### config.mk
export PLATFORM = sky130hd
export DESIGN_NAME = calc_op_sequencer
export DESIGN_NICKNAME = d
export VERILOG_FILES = /design/src/rtl/calc_pkg.sv /design/src/rtl/calc_op_sequencer.sv
export SDC_FILE = /design/constraint.sdc
export NUM_CORES = 1
export LEC_CHECK = 0
export ABC_CLOCK_PERIOD_IN_PS = 3300
export BUFFER_PORTS_ARGS = -buffer_cell sky130_fd_sc_hd__clkbuf_2
export CAP_MARGIN = 30
export CORE_MARGIN = 2
export CORE_UTILIZATION = 40
export DETAILED_ROUTE_END_ITERATION = 10
export PLACE_DENSITY_LB_ADDON = 0.2
export SLEW_MARGIN = 40
export SYNTH_ARGS = -nofsm -noshare
export SYNTH_HDL_FRONTEND = slang
export SYNTH_SLANG_ARGS = --single-unit
### constraint.sdc
create_clock -name clk16M -period 3.3 [get_ports clk16M]
set_clock_uncertainty 0.05 [all_clocks]
set_input_delay 0.33 -clock clk16M [delete_from_list [all_inputs] [get_ports clk16M]]
set_output_delay 0.33 -clock clk16M [all_outputs]
set_load 0.02 [all_outputs]
### src/rtl/calc_pkg.sv
// Shared definitions for the calculator operation sequencer: op codes,
// FSM state encoding and default timing limits.
package calc_pkg;

  localparam logic [3:0] OP_ADD = 4'b0001;
  localparam logic [3:0] OP_SUB = 4'b0010;
  localparam logic [3:0] OP_MUL = 4'b0100;
  localparam logic [3:0] OP_DIV = 4'b1000;

  localparam int TIMEOUT_CYC_DEF = 255;
  localparam int REFRESH_CYC_DEF = 16;

  typedef enum logic [2:0] {
    ST_IDLE,
    ST_CAPTURE,
    ST_SETTLE,
    ST_DIV_GO,
    ST_DIV_WAIT,
    ST_BCD_GO,
    ST_BCD_WAIT,
    ST_DONE
  } state_t;

  function automatic logic isOneHot(input logic [3:0] v);
    return (v != 4'd0) && ((v & (v - 4'd1)) == 4'd0);
  endfunction

endpackage

### src/rtl/calc_op_sequencer.sv
// Control FSM between sw/bt and the calculator datapath; runs one start/done
// handshake per evaluation. Optional feature macro: AUTO_REFRESH_EN.
module calc_op_sequencer
  import calc_pkg::*;
#(
  parameter int bits        = 8,
  parameter int TIMEOUT_CYC = TIMEOUT_CYC_DEF
`ifdef AUTO_REFRESH_EN
  ,
  parameter int REFRESH_CYC = REFRESH_CYC_DEF
`endif
) (
  input  logic                clk16M,
  input  logic                rst,
  input  logic [bits-1:0]     sw,
  input  logic [3:0]          bt,
  input  logic                sub_err,
  input  logic                div_err,
  input  logic                div_done,
  input  logic                bcd_done,
  input  logic [3:0]          bcd_tens,
  input  logic [3:0]          bcd_ones,
  output logic [bits/2-1:0]   op_a,
  output logic [bits/2-1:0]   op_b,
  output logic [3:0]          op_sel,
  output logic                div_start,
  output logic                bcd_start,
  output logic                busy,
  output logic [3:0]          res_tens,
  output logic [3:0]          res_ones,
  output logic [3:0]          err_mask,
  output logic [3:0]          dp_mask,
  output logic [3:0]          blank_mask
);

  localparam logic [7:0]          TimeoutVal = 8'(TIMEOUT_CYC);
  localparam logic [bits/2-1:0]   OperandMax = 9;

  state_t              state_q, state_d;
  logic [bits-1:0]     sw_q, sw_d;
  logic [3:0]          bt_q, bt_d;
  logic [bits/2-1:0]   opA_q, opA_d, opB_q, opB_d;
  logic [3:0]          opSel_q, opSel_d;
  logic [7:0]          timer_q, timer_d;
  logic                errPend_q, errPend_d;
  logic [3:0]          tensPend_q, tensPend_d, onesPend_q, onesPend_d;
  logic [3:0]          resTens_q, resTens_d, resOnes_q, resOnes_d;
  logic [3:0]          errMask_q, errMask_d, dpMask_q, dpMask_d, blankMask_q, blankMask_d;
  logic                refreshHit;
  logic                trigger;

`ifdef AUTO_REFRESH_EN
  localparam logic [7:0] RefreshLast = 8'(REFRESH_CYC - 1);
  logic [7:0] refreshCnt_q, refreshCnt_d;

  // Idle-time counter that forces a re-evaluation with unchanged inputs.
  always_comb begin
    refreshCnt_d = 8'd0;
    refreshHit   = 1'b0;
    if (state_q == ST_IDLE) begin
      if (refreshCnt_q == RefreshLast) refreshHit = 1'b1;
      else refreshCnt_d = refreshCnt_q + 8'd1;
    end
  end

  always_ff @(posedge clk16M) begin
    if (!rst) refreshCnt_q <= 8'd0;
    else      refreshCnt_q <= refreshCnt_d;
  end
`else
  assign refreshHit = 1'b0;
`endif

  assign trigger = ({sw, bt} != {sw_q, bt_q}) || refreshHit;

  always_comb begin
    state_d     = state_q;
    sw_d        = sw_q;
    bt_d        = bt_q;
    opA_d       = opA_q;
    opB_d       = opB_q;
    opSel_d     = opSel_q;
    timer_d     = timer_q;
    errPend_d   = errPend_q;
    tensPend_d  = tensPend_q;
    onesPend_d  = onesPend_q;
    resTens_d   = resTens_q;
    resOnes_d   = resOnes_q;
    errMask_d   = errMask_q;
    dpMask_d    = dpMask_q;
    blankMask_d = blankMask_q;
    div_start   = rst && (state_q == ST_DIV_GO);
    bcd_start   = rst && (state_q == ST_BCD_GO);
    busy        = (state_q != ST_IDLE);

    case (state_q)
      ST_IDLE: if (trigger) state_d = ST_CAPTURE;
      ST_CAPTURE: begin
        sw_d       = sw;
        bt_d       = bt;
        opA_d      = sw[bits-1:bits/2];
        opB_d      = sw[bits/2-1:0];
        opSel_d    = bt;
        errPend_d  = 1'b0;
        tensPend_d = 4'd0;
        onesPend_d = 4'd0;
        if (bt == 4'd0)          state_d = ST_DONE;
        else if (!isOneHot(bt)) begin
          errPend_d = 1'b1;
          state_d   = ST_DONE;
        end
        else if (bt == OP_DIV)   state_d = ST_DIV_GO;
        else                     state_d = ST_SETTLE;
      end
      ST_SETTLE: begin
        if (opSel_q[1] && sub_err) errPend_d = 1'b1;
        state_d = ST_BCD_GO;
      end
      ST_DIV_GO: begin
        timer_d = 8'd0;
        state_d = ST_DIV_WAIT;
      end
      // A done pulse takes priority over a timeout landing in the same cycle.
      ST_DIV_WAIT: begin
        if (div_done) begin
          if (opSel_q[3] && div_err) errPend_d = 1'b1;
          state_d = ST_BCD_GO;
        end else if (timer_q == TimeoutVal) begin
          errPend_d = 1'b1;
          state_d   = ST_DONE;
        end else if (timer_q != 8'hFF) begin
          timer_d = timer_q + 8'd1;
        end
      end
      ST_BCD_GO: begin
        timer_d = 8'd0;
        state_d = ST_BCD_WAIT;
      end
      ST_BCD_WAIT: begin
        if (bcd_done) begin
          tensPend_d = bcd_tens;
          onesPend_d = bcd_ones;
          state_d    = ST_DONE;
        end else if (timer_q == TimeoutVal) begin
          errPend_d = 1'b1;
          state_d   = ST_DONE;
        end else if (timer_q != 8'hFF) begin
          timer_d = timer_q + 8'd1;
        end
      end
      // Digits and all masks change together so the display never shows a mix.
      ST_DONE: begin
        resTens_d   = tensPend_q;
        resOnes_d   = onesPend_q;
        errMask_d   = {opA_q > OperandMax, opB_q > OperandMax, errPend_q, errPend_q};
        dpMask_d    = {2'b00, opSel_q == OP_DIV, 1'b0};
        blankMask_d = {2'b00, opSel_q == 4'd0, opSel_q == 4'd0};
        state_d     = ST_IDLE;
      end
      default: state_d = ST_IDLE;
    endcase
  end

  always_ff @(posedge clk16M) begin
    if (!rst) begin
      state_q     <= ST_IDLE;
      sw_q        <= '0;
      bt_q        <= 4'd0;
      opA_q       <= '0;
      opB_q       <= '0;
      opSel_q     <= 4'd0;
      timer_q     <= 8'd0;
      errPend_q   <= 1'b0;
      tensPend_q  <= 4'd0;
      onesPend_q  <= 4'd0;
      resTens_q   <= 4'd0;
      resOnes_q   <= 4'd0;
      errMask_q   <= 4'd0;
      dpMask_q    <= 4'd0;
      blankMask_q <= 4'd0;
    end else begin
      state_q     <= state_d;
      sw_q        <= sw_d;
      bt_q        <= bt_d;
      opA_q       <= opA_d;
      opB_q       <= opB_d;
      opSel_q     <= opSel_d;
      timer_q     <= timer_d;
      errPend_q   <= errPend_d;
      tensPend_q  <= tensPend_d;
      onesPend_q  <= onesPend_d;
      resTens_q   <= resTens_d;
      resOnes_q   <= resOnes_d;
      errMask_q   <= errMask_d;
      dpMask_q    <= dpMask_d;
      blankMask_q <= blankMask_d;
    end
  end

  assign op_a       = opA_q;
  assign op_b       = opB_q;
  assign op_sel     = opSel_q;
  assign res_tens   = resTens_q;
  assign res_ones   = resOnes_q;
  assign err_mask   = errMask_q;
  assign dp_mask    = dpMask_q;
  assign blank_mask = blankMask_q;

endmodule
==> flow_summary_export.csv, run 1 <==
group,metric,value,unit
floorplan,ios,61,
sta,slew_viol_final,0,
clock_network,clk_latency,0.30,ns
floorplan,core_area,0.00511,mm^2
grt,grt_max_degree,28,
synth,synth_top_area_share,42.5,%
synth,ys_seq_area_share,42.5,%
clock_network,clockBufferDepth,2,
critical_path,worstSetupStartpointType,"register",
clock_network,cts_resized,0,
job,maxCapViolCount,0,
pwr,p_leak,0.972,nW
clock_network,htreeDepth,2,
sta,period_minus_slack,2.14,ns
grt,grt_remaining_overflow,0,
synth,synth_area_leaders,"dfxtp_1 (42%), nand2_1 (11%), a21oi_1 (9.2%), xor2_1 (4.1%), o2111ai_1 (3.3%)",
grt,use_met2,26.0,%
final_layout,fin_nets,334,
final_layout,layout_commonest_cell,"nand2_1",
floorplan,fp.dieArea,0.00590,mm^2
synth,syn_area,0.00212,mm^2
final_layout,post-route-util,48.9,%
grt,grt.total_usage,17.7,%
sta,fmax,0.466,GHz
synth,synth-edff-count,0,
final_layout,drive_above_1_share,22.7,%
pwr,pwr_density_cell,476,mW/mm^2
pwr,ir_drop,243,uV
status,status,"completed",
critical_path,crit_fanout,22,
grt,busiest_layer,"met2",
placement,placed_cells,370,
drt,vias,1927,
pwr,p_total,0.00119,W
grt,gr-usage-met1,24.9,%
critical_path,cpPeakStageDelay,0.77,ns
clock_network,cts_root_buffer,"clkbuf_8",
sta,fin_setup_tns,0,ns
drt,drt-wirelength-per-cell,12.9,um
floorplan,die_w,76.8,um
clock_network,cts-hold-fix-buffers,0,
final_layout,fin_cells,378,
sta,setup_viol,0,
final_layout,diodes,0,
drt,vias_per_cell,5.10,
synth,synth_top_area_cell,"dfxtp_1",
floorplan,die_h,76.8,um
synth,synth_cell_types,44,
drt,drc,0,
grt,grt_pass1_wl,8.38,mm
critical_path,end_kind,"register",
hold_path,min_path_type,"primary input to register",
sta,slew_headroom,50.3,%
clock_network,path_clk_slew,0.08,ns
clock_network,cts_setup_buffers,0,
final_layout,area_delta_synth_final,17.6,%
placement,place_area,0.00239,mm^2
critical_path,required,3.48,ns
drt,drt_wl_total,4.90,mm
synth,ys_warn_count,0,
synth,postSynthCellCount,261,
critical_path,crit_arrival,2.32,ns
synth,synth_area_per_cell,8.13,um^2
synth,ys_ff_latch,45,
floorplan,start_util,41.5,%
drt,ant_nets,0,
floorplan,rows,26,
final_layout,final_cell_mix,"nand2_1 (60), clkbuf_2 (55), dfxtp_1 (45), a21oi_1 (39), xor2_1 (10)",
synth,synth_flop_cell,"dfxtp_1",
drt,drtIter0Drc,92,
clock_network,cts_sinks,45,
final_layout,final_cell_area,0.00250,mm^2
placement,io_buffer_count,55,
placement,routabilityCongestion,0.792,
clock_network,cts_buffers,5,
critical_path,cpMaxStageDelayCell,"dfxtp_1",
synth,async_flop_share,0,%
grt,use_met3,4.71,%
grt,grt_pass1_vias,1764,
sta,grt_setup_unrepaired,"no",
critical_path,critPathKind,"register to register",
sta,hold_violations,0,
sta,period_share,65.0,%
placement,dp_hpwl,3.46,mm
clock_network,tritoncts,"yes",
sta,worst_pin_slew,0.741,ns
critical_path,crit_chain,"nand2b_1 -> o2111ai_4 -> or4_1 -> a21oi_1",
grt,grt_antenna_before_repair,0,
drt,drtPass1Iterations,4,
[final cells by class]
cell class,instances,area (um^2)
Multi-Input combinational cell,191,1090
Clock buffer,7,96.3
Inverter,6,22.5
Tap cell,70,87.6
Sequential cell,45,901
Timing Repair Buffer,58,298
Clock inverter,1,5.00
Fill cell,546,2610
[cells by family after synthesis]
group	count (synthesis)	synth area share, %
simple gates	95	20.9
xor+xnor	15	6.19
compound gates	73	21.7
mux	1	0.472
other cells	1	0.177
fa+ha+maj	2	1.06
flops	45	42.5
buf+inv	29	7.08
[state kept, by name, indices dropped and copies added, names as in the netlist]
register	count
sw_q	8
timer_q	8
onesPend_q	4
op_sel	4
res_ones	4
res_tens	4
tensPend_q	4
err_mask	3
state_q	3
blank_mask	1
dp_mask	1
errPend_q	1
[Yosys cell counts (all sizes together) (3+ instances only)]
cell	instances
a21oi	39
buf	12
clkbuf	11
dfxtp	45
inv	5
nand2	60
nand3	5
nor2	6
nor3b	3
o2111ai	9
o211ai	5
o21ai	9
or3	4
or4	3
xnor2	5
xor2	10
[report_power, final]
| part | internal, W | switching (W) | total (W) |
|---|---|---|---|
| sequential | 0.000567 | 0.0000366 | 0.000603 |
| clock | 0.000189 | 0.000187 | 0.000377 |
| combinational | 0.0000756 | 0.000134 | 0.000209 |
| total | 0.000832 | 0.000357 | 0.00119 |
[metal layers]
metal / up-vias / share of wire [%] / wire [um]
met3: 8 / 5.5 / 267
li1: 989 / - / -
met1: 883 / 48 / 2360
met5: - / 0 / 0
met2: 47 / 45 / 2200
met4: 0 / 1.5 / 72
[stage by stage]
stage	hold slack, ns	setup WS (ns)
after floorplan	0.378	1.56
after global placement	0.391	1.28
after detailed placement	0.394	1.21
after CTS	0.209	1.18
after global routing	0.226	1.02
final	0.213	1.16
[critical path, delay by kind of cell (launching register included)]
family	cells	cell delay, ns
compound gates	2	0.42
simple gates	2	0.84
flops	1	0.77
[path summary, 6_finish.rpt]
kind	slack (ns)	start	cells after the start	endpoint
worst max-delay path	1.16	state_q[1]$_SDFFE_PN0P_	4	timer_q[7]$_SDFFE_PN0P_
worst min-delay path	0.21	sw[6]	3	sw_q[6]$_SDFFE_PN0P_
worst max register to register	1.16	state_q[1]$_SDFFE_PN0P_	4	timer_q[7]$_SDFFE_PN0P_
worst min register to register	0.40	tensPend_q[1]$_SDFFE_PN0P_	2	res_tens[1]$_SDFFE_PN0N_
No activity file was read; power rests on OpenSTA's default activity.
==> inputs of run 2 (changes only) <==
Settings changed: ABC_CLOCK_PERIOD_IN_PS 3300 to 2230.
Clock period 3.3 ns to 2.23 ns, I/O delays scaled along.
==> run 2 against run 1 <==
  * Clock-buffer cell count shrank 1
  * First-iteration DRC count is 12% higher
  * Critical path type unchanged
  * Largest power group unchanged
  * Flip-flop and latch count unchanged
  * Combinational power increased by 57%
  * Final cell count increased by 0.79%
  * Non-clock buffer count up 3
==> flow_summary_export.csv, run 2 (synthesized netlist as in run 1, its figures left out) <==
group,metric,value,unit
clock_network,cts_resized,0,
grt,use_met2,29.6,%
job,maxCapViolCount,0,
critical_path,crit_fanout,14,
sta,period_minus_slack,1.87,ns
sta,slew_viol_final,0,
grt,grt_remaining_overflow,0,
floorplan,die_h,76.8,um
drt,ant_nets,0,
final_layout,fin_nets,337,
grt,use_met3,4.35,%
critical_path,worstSetupStartpointType,"register",
critical_path,end_kind,"register",
clock_network,cts-hold-fix-buffers,0,
final_layout,post-route-util,49.7,%
critical_path,crit_family,"simple AND/OR/NAND/NOR gates",
floorplan,ios,61,
grt,gr-usage-met1,22.6,%
final_layout,area_delta_synth_final,19.6,%
grt,grt_antenna_before_repair,0,
sta,period_share,83.9,%
clock_network,cts_root_buffer,"clkbuf_8",
drt,drt-wirelength-per-cell,13.1,um
final_layout,diodes,0,
final_layout,final_cell_mix,"nand2_1 (60), clkbuf_2 (55), dfxtp_1 (45), a21oi_1 (39), xor2_1 (10)",
clock_network,cts_setup_buffers,0,
grt,grt_pass1_vias,1822,
drt,vias_per_cell,5.09,
pwr,p_leak,0.991,nW
pwr,pwr_density_cell,738,mW/mm^2
clock_network,cts_buffers,5,
grt,grt_max_degree,21,
critical_path,required,2.41,ns
status,status,"completed",
drt,drtPass1Iterations,4,
placement,io_buffer_count,55,
critical_path,crit_arrival,2.05,ns
floorplan,die_w,76.8,um
drt,drt_wl_total,5.00,mm
grt,busiest_layer,"met2",
critical_path,cpMaxStageDelayCell,"or4_1",
grt,grt_pass1_wl,8.47,mm
floorplan,core_area,0.00511,mm^2
final_layout,reg.largest.list,"sw_q (8), timer_q (8)",
sta,fin_setup_tns,0,ns
clock_network,clockBufferDepth,2,
pwr,ir_drop,334,uV
sta,worst_pin_slew,0.697,ns
hold_path,min_path_type,"primary input to register",
sta,fmax,0.534,GHz
floorplan,fp.dieArea,0.00590,mm^2
clock_network,tritoncts,"yes",
clock_network,cts_sinks,45,
placement,dp_hpwl,3.58,mm
final_layout,layout_commonest_cell,"nand2_1",
floorplan,start_util,41.5,%
sta,grt_setup_unrepaired,"no",
clock_network,htreeDepth,2,
sta,slew_headroom,53.3,%
critical_path,crit_chain,"nand2b_1 -> o2111ai_4 -> or4_1 -> a21oi_1",
drt,vias,1938,
final_layout,drive_above_1_share,23.5,%
placement,routabilityCongestion,0.727,
drt,drc,0,
critical_path,critPathKind,"register to register",
floorplan,rows,26,
sta,setup_viol,0,
clock_network,path_clk_slew,0.09,ns
critical_path,path_buf_inv,0,
critical_path,cpPeakStageDelay,0.54,ns
clock_network,clk_latency,0.30,ns
critical_path,reg2reg_slack,0.36,ns
grt,grt.total_usage,17.8,%
drt,drtIter0Drc,103,
sta,hold_violations,0,
run 2: changes by cell type in the layout (fill, tap and decap cells not counted):
cell | previous run | this run
buf_4 | 3 | 6
bufinv_16 | 0 | 1
clkbuf_8 | 7 | 6
clkinv_2 | 1 | 0
clkinvlp_4 | 0 | 1
run 2: path summary, 6_finish.rpt:
path	start	to	cells past startpoint
worst max-delay path	state_q[1]$_SDFFE_PN0P_	timer_q[7]$_SDFFE_PN0P_	4
worst min-delay path	sw[0]	sw_q[0]$_SDFFE_PN0P_	3
worst max register to register	state_q[1]$_SDFFE_PN0P_	timer_q[7]$_SDFFE_PN0P_	4
worst min register to register	tensPend_q[2]$_SDFFE_PN0P_	tensPend_q[2]$_SDFFE_PN0P_	2
run 2: final cells by class:
class / instances / area, um^2
Clock inverter: 2 / 37.5
Fill cell: 545 / 2570
Clock buffer: 6 / 82.6
Multi-Input combinational cell: 191 / 1090
Sequential cell: 45 / 901
Timing Repair Buffer: 61 / 320
Tap cell: 70 / 87.6
Inverter: 6 / 22.5
run 2: metrics by stage:
stage | cells | hold slack (ns) | setup WS (ns) | power, W | cell area, um^2
after detailed placement | 373 | 0.395 | 0.427 | 0.00123 | 2420
final | 381 | 0.107 | 0.359 | 0.00187 | 2540
after CTS | 381 | 0.102 | 0.365 | 0.00189 | 2540
after global placement | 373 | 0.390 | 0.505 | 0.00123 | 2420
after floorplan | 265 | 0.295 | 0.598 | 0.00113 | 2140
after global routing | 381 | 0.106 | 0.186 | 0.00197 | 2540
run 2: power by group:
part           switching (W)  internal [W]
clock network       0.000291      0.000365
registers          0.0000487      0.000839
logic               0.000208      0.000121
run 2: per-layer routing:
metal / vias up / share of wire, %
li1: 996 / -
met1: 889 / 46
met5: - / 0
met2: 45 / 48
met4: 0 / 1.2
met3: 8 / 4.6
run 2: worst register-to-register path, delay by kind of cell (launching register included):
family / cells / cell delay [ns]
and+or+nand+nor: 2 / 0.83
AOI/OAI and AO/OA: 2 / 0.41
DFF: 1 / 0.51
==> inputs of run 3 (changes only) <==
Settings changed: ABC_CLOCK_PERIOD_IN_PS 2230 to 1900.
Clock period 2.23 ns to 1.9 ns, I/O delays scaled along.
==> run 3 against run 2 <==
  * Register-to-register slack worse by 0.20 ns
  * Wire length down 3.5%
  * Power up 17%
  * Final cell count up 1.0%
  * Hold slack worse by 0.032 ns
  * Die area unchanged
  * Clock-buffer cell count unchanged
  * Combinational power up 22%
  * Critical path depth up 1
  * Cell area up 1.2%
  * Via count down 1.8%
  * Largest cell class unchanged
  * Highest routed layer unchanged
==> flow_summary_export.csv, run 3 (synthesized netlist as in run 1, its figures left out) <==
group,metric,value,unit
critical_path,cpMaxStageDelayCell,"a31oi_1",
drt,drt_wl_total,4.82,mm
grt,grt_max_degree,22,
final_layout,final_cell_mix,"nand2_1 (60), clkbuf_2 (55), dfxtp_1 (45), a21oi_1 (39)",
final_layout,area_delta_synth_final,21.0,%
drt,drtIter0Drc,95,
critical_path,crit_arrival,1.93,ns
grt,grt_pass1_vias,1733,
drt,drc,0,
final_layout,reg.largest.list,"sw_q (8), timer_q (8)",
pwr,pwr_density_cell,854,mW/mm^2
placement,placed_cells,377,
clock_network,cts_sinks,45,
floorplan,ios,61,
sta,period_share,91.5,%
placement,routabilityCongestion,0.723,
hold_path,min_path_type,"primary input to register",
critical_path,required,2.09,ns
clock_network,cts_setup_buffers,0,
placement,io_buffer_count,55,
floorplan,core_area,0.00511,mm^2
floorplan,fp.dieArea,0.00590,mm^2
final_layout,layout_commonest_cell,"nand2_1",
floorplan,die_h,76.8,um
floorplan,rows,26,
critical_path,crit_family,"compound AO/OA/AOI/OAI gates",
final_layout,drive_above_1_share,24.4,%
sta,grt_setup_unrepaired,"no",
pwr,p_total,0.00219,W
job,maxCapViolCount,0,
drt,vias_per_cell,4.95,
clock_network,htreeDepth,2,
clock_network,cts_buffers,5,
sta,slew_headroom,53.4,%
clock_network,path_clk_slew,0.09,ns
pwr,clkPwrFrac,34.7,%
critical_path,worstSetupStartpointType,"register",
floorplan,start_util,41.5,%
final_layout,fin_cells,385,
critical_path,end_kind,"register",
grt,grt_antenna_before_repair,0,
sta,fin_setup_tns,0,ns
drt,ant_nets,0,
pwr,ir_drop,346,uV
pwr,p_switching,0.000630,W
drt,vias,1904,
critical_path,critPathKind,"register to register",
floorplan,die_w,76.8,um
drt,drt-wirelength-per-cell,12.5,um
pwr,p_leak,1.01,nW
grt,grt_pass1_wl,8.09,mm
sta,fmax,0.576,GHz
pwr,internal_power,0.00156,W
final_layout,post-route-util,50.3,%
drt,drtPass1Iterations,4,
pwr,sequentialPowerShare,46.9,%
clock_network,clockBufferDepth,2,
sta,period_minus_slack,1.74,ns
clock_network,cts_root_buffer,"clkbuf_8",
sta,worst_pin_slew,0.696,ns
final_layout,fin_nets,341,
critical_path,crit_chain,"nor2b_4 -> buf_4 -> a31oi_1 -> nand2_1 -> a21oi_1",
sta,slew_viol_final,0,
critical_path,path_buf_inv,1,
critical_path,crit_fanout,12,
clock_network,cts-hold-fix-buffers,0,
clock_network,tritoncts,"yes",
placement,dp_hpwl,3.51,mm
sta,hold_violations,0,
sta,setup_viol,0,
critical_path,cpPeakStageDelay,0.56,ns
clock_network,clk_latency,0.30,ns
clock_network,cts_resized,0,
grt,grt.total_usage,17.0,%
status,status,"completed",
grt,grt_remaining_overflow,0,
final_layout,diodes,0,
pwr,comb_power_share,18.3,%
pwr,p_sw_share,28.8,%
## run 3: cell types whose count changed in the layout (fill, tap and decap cells not counted)
cell / delta
buf_4: +4
## run 3: path summary, 6_finish.rpt
path                         startpoint                    endpoint  slack, ns  cells after the start
max             state_q[0]$_SDFFE_PN0P_  tensPend_q[1]$_SDFFE_PN0P_       0.16                      5
min                               sw[1]        sw_q[1]$_SDFFE_PN0P_       0.08                      3
max reg2reg     state_q[0]$_SDFFE_PN0P_  tensPend_q[1]$_SDFFE_PN0P_       0.16                      5
min reg2reg  tensPend_q[1]$_SDFFE_PN0P_    res_tens[1]$_SDFFE_PN0N_       0.40                      2
## run 3: layer usage
metal,share of wire (%),up-vias,GRT usage [%]
met5,0,-,0
met4,2.2,0,7.09
met3,5.2,9,4.24
met2,44,44,26.3
met1,49,847,22.6
li1,-,1004,-
## run 3: tightest hold or removal path: cells and delay by family
family / cells / cell delay [ns]
compound gates: 1 / 0.05
buf+inv: 1 / 0.09
simple gates: 1 / 0.05
## run 3: cell type report
type                    instances  area [um^2]
multi-input cells             191         1090
well taps                      70         87.6
fillers                       545         2540
clock inverters                 2         37.5
repair buffers                 65          350
flip-flops and latches         45          901
inverters                       6         22.5
clock buffers                   6         82.6
## run 3: power groups by stage
stage	combinational [W]	sequential [W]	clock (W)
after floorplan	0.000266	0.00106	0
after global placement	0.000401	0.00105	0
after detailed placement	0.000403	0.00105	0
after CTS	0.000404	0.00103	0.000788
after global routing	0.000448	0.00104	0.000836
final	0.000402	0.00103	0.000761
## run 3: metrics by stage
stage	setup slack (ns)	cell area, um^2	hold WS, ns
floorplan	0.301	2140	0.262
global placement	0.215	2450	0.388
detailed placement	0.185	2450	0.392
CTS	0.161	2570	0.0619
global route	0.0247	2570	0.0721
finish	0.162	2570	0.0751
